**config.mk**
```make
export PLATFORM = sky130hd
export DESIGN_NAME = decode_stage
export DESIGN_NICKNAME = d
export VERILOG_FILES = /design/src/rtl/decode_stage.sv
export SDC_FILE = /design/constraint.sdc
export NUM_CORES = 1
export LEC_CHECK = 0
export CAP_MARGIN = 0
export CORE_ASPECT_RATIO = 2
export CORE_MARGIN = 3
export CORE_UTILIZATION = 35
export DETAILED_ROUTE_END_ITERATION = 6
export REMOVE_ABC_BUFFERS = 1
export SLEW_MARGIN = 10
export SYNTH_ARGS = -nofsm -noshare
export SYNTH_HDL_FRONTEND = slang
export SYNTH_SLANG_ARGS = --single-unit
```
**constraint.sdc**
```tcl
create_clock -name clk -period 2.3 [get_ports clk]
set_input_delay 0.23 -clock clk [delete_from_list [all_inputs] [get_ports clk]]
set_output_delay 0.23 -clock clk [all_outputs]
set_load 0.005 [all_outputs]
```
**src/rtl/decode_stage.sv**
```systemverilog
// rtl/decode_stage.sv - registered RV32I-subset decode stage with one-entry skid buffer
module decode_stage #(
    parameter int XLEN      = 32,
    parameter int PC_W      = 32,
    parameter int ILL_CNT_W = 8
) (
    input  logic                 clk,
    input  logic                 rst_n,
    input  logic                 in_valid,
    output logic                 in_ready,
    input  logic [31:0]          in_insn,
    input  logic [PC_W-1:0]      in_pc,
    input  logic                 flush,
    output logic                 out_valid,
    input  logic                 out_ready,
    output logic [PC_W-1:0]      out_pc,
    output logic [4:0]           rs1,
    output logic [4:0]           rs2,
    output logic [4:0]           rd,
    output logic [XLEN-1:0]      imm,
    output logic                 reg_we,
    output logic                 mem_we,
    output logic                 mem_re,
    output logic                 alu_src_imm,
    output logic [2:0]           alu_ctr,
    output logic [2:0]           branch_ctr,
    output logic                 illegal,
    output logic [ILL_CNT_W-1:0] illegal_count
);

    localparam logic [2:0] ALU_AND = 3'd0, ALU_OR = 3'd1, ALU_ADD = 3'd2, ALU_SUB = 3'd3, ALU_SLT = 3'd4;
    localparam logic [2:0] BR_NONE = 3'd0, BR_BEQ = 3'd1, BR_BNE = 3'd2, BR_BLT = 3'd3, BR_JAL = 3'd4;

    typedef struct packed {
        logic [PC_W-1:0] pc;
        logic [4:0]      rs1;
        logic [4:0]      rs2;
        logic [4:0]      rd;
        logic [XLEN-1:0] imm;
        logic            reg_we;
        logic            mem_we;
        logic            mem_re;
        logic            alu_src_imm;
        logic [2:0]      alu_ctr;
        logic [2:0]      branch_ctr;
        logic            illegal;
    } beat_t;

    logic [6:0] opcode;
    logic [2:0] funct3;
    logic [6:0] funct7;
    logic signed [11:0] i_imm;
    logic signed [11:0] s_imm;
    logic signed [12:0] b_imm;
    logic signed [20:0] j_imm;

    assign opcode = in_insn[6:0];
    assign funct3 = in_insn[14:12];
    assign funct7 = in_insn[31:25];
    assign i_imm  = in_insn[31:20];
    assign s_imm  = {in_insn[31:25], in_insn[11:7]};
    assign b_imm  = {in_insn[31], in_insn[7], in_insn[30:25], in_insn[11:8], 1'b0};
    assign j_imm  = {in_insn[31], in_insn[19:12], in_insn[20], in_insn[30:21], 1'b0};

    beat_t dec;

    // Register fields pass through even for illegal words; only controls and imm are zeroed.
    always_comb begin
        dec         = '0;
        dec.pc      = in_pc;
        dec.rs1     = in_insn[19:15];
        dec.rs2     = in_insn[24:20];
        dec.rd      = in_insn[11:7];
        case (opcode)
            7'b0000011: begin
                if (funct3 == 3'b010) begin
                    dec.reg_we = 1'b1; dec.mem_re = 1'b1; dec.alu_src_imm = 1'b1;
                    dec.alu_ctr = ALU_ADD; dec.imm = XLEN'(i_imm);
                end else dec.illegal = 1'b1;
            end
            7'b0100011: begin
                if (funct3 == 3'b010) begin
                    dec.mem_we = 1'b1; dec.alu_src_imm = 1'b1;
                    dec.alu_ctr = ALU_ADD; dec.imm = XLEN'(s_imm);
                end else dec.illegal = 1'b1;
            end
            7'b0110011: begin
                dec.reg_we = 1'b1;
                case ({funct7, funct3})
                    10'b0000000_111: dec.alu_ctr = ALU_AND;
                    10'b0000000_110: dec.alu_ctr = ALU_OR;
                    10'b0000000_000: dec.alu_ctr = ALU_ADD;
                    10'b0100000_000: dec.alu_ctr = ALU_SUB;
                    10'b0000000_010: dec.alu_ctr = ALU_SLT;
                    default: begin dec.reg_we = 1'b0; dec.illegal = 1'b1; end
                endcase
            end
            7'b0010011: begin
                if (funct3 == 3'b000) begin
                    dec.reg_we = 1'b1; dec.alu_src_imm = 1'b1;
                    dec.alu_ctr = ALU_ADD; dec.imm = XLEN'(i_imm);
                end else dec.illegal = 1'b1;
            end
            7'b1100011: begin
                dec.alu_ctr = ALU_SUB;
                dec.imm     = XLEN'(b_imm);
                case (funct3)
                    3'b000:  dec.branch_ctr = BR_BEQ;
                    3'b001:  dec.branch_ctr = BR_BNE;
                    3'b100:  dec.branch_ctr = BR_BLT;
                    default: begin dec.alu_ctr = ALU_AND; dec.imm = '0; dec.illegal = 1'b1; end
                endcase
            end
            7'b1101111: begin
                dec.reg_we = 1'b1; dec.branch_ctr = BR_JAL; dec.imm = XLEN'(j_imm);
            end
            default: dec.illegal = 1'b1;
        endcase
    end

    beat_t out_q, skid_q;
    logic  out_valid_q, skid_valid_q;
    logic  accept, drain;

    assign in_ready = !skid_valid_q && !flush;
    assign accept   = in_valid && in_ready;
    assign drain    = out_valid_q && out_ready && !flush;

    always_ff @(posedge clk or negedge rst_n) begin
        if (!rst_n) begin
            out_q        <= '0;
            skid_q       <= '0;
            out_valid_q  <= 1'b0;
            skid_valid_q <= 1'b0;
        end else if (flush) begin
            out_valid_q  <= 1'b0;
            skid_valid_q <= 1'b0;
        end else if (drain) begin
            if (skid_valid_q) begin
                out_q        <= skid_q;
                skid_valid_q <= 1'b0;
            end else if (accept) begin
                out_q <= dec;
            end else begin
                out_valid_q <= 1'b0;
            end
        end else if (accept) begin
            if (!out_valid_q) begin
                out_q       <= dec;
                out_valid_q <= 1'b1;
            end else begin
                skid_q       <= dec;
                skid_valid_q <= 1'b1;
            end
        end
    end

    always_ff @(posedge clk or negedge rst_n) begin
        if (!rst_n) illegal_count <= '0;
        else if (drain && out_q.illegal && (illegal_count != '1)) illegal_count <= illegal_count + 1'b1;
    end

    assign out_valid   = out_valid_q;
    assign out_pc      = out_q.pc;
    assign rs1         = out_q.rs1;
    assign rs2         = out_q.rs2;
    assign rd          = out_q.rd;
    assign imm         = out_q.imm;
    assign reg_we      = out_q.reg_we;
    assign mem_we      = out_q.mem_we;
    assign mem_re      = out_q.mem_re;
    assign alu_src_imm = out_q.alu_src_imm;
    assign alu_ctr     = out_q.alu_ctr;
    assign branch_ctr  = out_q.branch_ctr;
    assign illegal     = out_q.illegal;

endmodule
```
==> flow_metrics.py <==
metrics = {
    "run_status": {
        "status": "complete, no violations",
    },
    "placement": {
        "placed_cell_area_um2": 9570,
        "placed_cells": 1249,
        "port_buffers": 168,
        "hpwl_um": 15100,
        "gp_congestion": 0.899,
    },
    "timing": {
        "fmax_mhz": 519,
        "min_period_ps": 1930,
        "hold_viol": 0,
        "slew_violations": 0,
        "worst_slew_pin_slew_ps": 482,
        "relSlewSlack_pct": 67.0,
        "setup_viol": 0,
        "finalCritPeriodShare_pct": 83.7,
        "rsz0062_at_grt": "no",
        "fin_skew_ps": 6.28,
    },
    "global_routing": {
        "grt_max_degree": 90,
        "met3_usage_pct": 3.14,
        "grt_pass1_wl_um": 34700,
        "antenna_found_initial": 1,
        "overflow": 0,
        "grt_use_met2_pct": 33.9,
        "grt_usage_pct": 19.4,
        "grt_pass1_vias": 6548,
        "met1_usage_pct": 23.6,
        "top_usage_layer": "met2",
    },
    "setup_path": {
        "path_class": "reg2reg",
        "crit_required_ps": 2600,
        "end_kind": "flop",
        "worstPathMaxFanout": 10,
        "start_kind": "flop",
        "worstPathArrival_ps": 2230,
    },
    "floorplanning": {
        "io_pins": 169,
        "fp.dieH_um": 212,
        "die_x_um": 109,
        "die_area_um2": 23000,
        "core_um2": 20600,
        "start_util_pct": 35.9,
        "num_rows": 74,
    },
    "route": {
        "drc_errors": 0,
        "wl_um": 21300,
        "ant_nets": 0,
        "drt_pre_antenna_iters": 5,
        "drt_iter0_drc": 378,
        "routed_via_density": 5.02,
        "vias": 6443,
        "wire_per_inst_um": 16.6,
    },
    "clock_network": {
        "clk_path_buf_depth": 2,
        "cts.clk_slew.worst_paths_ps": 70,
        "cts_resized": 0,
        "hold_buffers": 1,
        "numCtsBuffers": 17,
        "root_buffer": "clkbuf_16",
        "cts_tree": "done",
        "postCtsSetupRepairBufs": 0,
        "cts.sinks": 168,
        "clk_latency_ps": 430,
        "htreeDepth": 4,
    },
    "synthesis": {
        "ys.flop_type": "dfrtp_1",
        "netlist_area_um2": 7400,
        "synthTopCellsByCount": "nand2_1, dfrtp_1, nor2_1",
        "avgSynthCellArea_um2": 8.88,
        "synth_edf_count": 0,
        "yosysMostFrequentCell": "nand2_1",
        "synth_area_leaders": "dfrtp_1, nand2_1, a31oi_1",
        "syn_inst": 834,
        "yosysUniqueCellTypes": 51,
        "yosys_warnings": 0,
        "async_flop_share_pct": 100,
        "synth_area_leader_cell": "dfrtp_1",
        "synth_top_area_share_pct": 56.8,
        "yosysSeqAreaShare_pct": 56.8,
        "ys_ff_latch": 168,
    },
    "finish": {
        "fin_cells": 1283,
        "finalInstanceArea_um2": 10100,
        "ff_latch_area_um2": 4200,
        "synthToLayoutAreaGrowth_pct": 37.0,
        "multi_input_area_um2": 2910,
        "nFillCells": 1979,
        "nets": 1073,
        "drive_above_1_share_pct": 9.45,
    },
    "power": {
        "vdd_drop_max_v": 0.000426,
        "leakage_nw": 4.46,
        "p_per_area_nw_per_um2": 806,
    },
    "job": {
        "cap_violations": 0,
    },
    "worst_hold_path": {
        "hp-class": "in2async",
    },
}
stage by stage:
step | hold WS (ps) | total power [mW] | TNS, ps | util (%) | setup slack [ps]
floorplan | -65.6 | 4.41 | -397920 | - | -4910
detailed placement | 188 | 5.49 | -70.0 | 46.3 | -16.2
CTS | 288 | 8.31 | 0 | 49.1 | 362
finish | 278 | 8.18 | 0 | 49.1 | 375
global route | 314 | 8.66 | 0 | 49.1 | 190
global placement | 189 | 5.45 | 0 | 46.3 | 37.8
sequential cells by signal, indices dropped and copies added (netlist names), 3 cells and up:
signal,flops
branch_ctr,3
imm,21
illegal_count,8
alu_ctr,3
rd,5
out_pc,32
skid_q,79
rs1,5
rs2,5
path summary, 6_finish.rpt:
kind	slack, ps	from	depth (start not counted)	to
worst max-delay path	370	out_valid	5	imm[15]
min in group clk	350	in_pc[1]	3	skid_q[59]
worst min-delay path	280	rst_n	2	imm[11]
worst max register to register	370	out_valid	5	imm[15]
max in group asynchronous	1330	rst_n	3	skid_q[66]
worst min register to register	470	skid_q[78]	2	skid_q[78]
per-layer routing:
metal	wire, µm	part of all wire, %	up-vias
met5	0	0	-
met4	439	2.1	0
met3	859	4.0	25
met2	11400	53	163
met1	8640	40	3126
li1	-	-	3129
critical path, cell delays in order (launching register included):
cell and delay (ps):
dfrtp_1 480, nor2b_1 210, nor4_4 420, nand2_1 180, a21oi_2 360, a21oi_1 140
cell usage in the layout, fill, tap and decap left out, types with 9 or more instances in the layout:
| cell | synthesis | layout |
|---|---|---|
| a21oi_1 | 42 | 42 |
| buf_4 | 12 | 41 |
| clkbuf_16 | 0 | 17 |
| nor2_1 | 83 | 83 |
| o21ai_0 | 25 | 25 |
| o22ai_1 | 9 | 9 |
| dfrtp_1 | 168 | 168 |
| clkdlybuf4s50_1 | 0 | 167 |
| a31oi_1 | 53 | 53 |
| a22oi_1 | 12 | 12 |
| nand3_1 | 9 | 9 |
| nand2_1 | 284 | 284 |
cells by family (layout without fill, tap and decap cells):
group / Yosys count / in the layout / share of synthesized area, %
AOI/OAI and AO/OA: 168 / 168 / 14.2
buffers and inverters: 70 / 252 / 4.26
muxes: 3 / 3 / 0.439
DFF: 168 / 168 / 56.8
other: 0 / 1 / 0
and+or+nand+nor: 415 / 415 / 23.0
adders and majority gates: 1 / 1 / 0.169
xor gates and xnor gates: 9 / 9 / 1.06
where the power goes:
group / switching (mW) / internal (mW)
combinational: 0.668 / 0.944
sequential: 0.332 / 3.47
clock: 1.31 / 1.46
total: 2.31 / 5.87
final cells by class:
type / count / area share, %
clock buffers: 18 / 4.33
inverters: 4 / 0.148
clock inverters: 14 / 1.26
diodes: 1 / 0.0247
flip-flops and latches: 168 / 41.4
well taps: 266 / 3.28
multi-input cells: 596 / 28.6
repair buffers: 216 / 20.9
(Power assumes the default switching activity.)
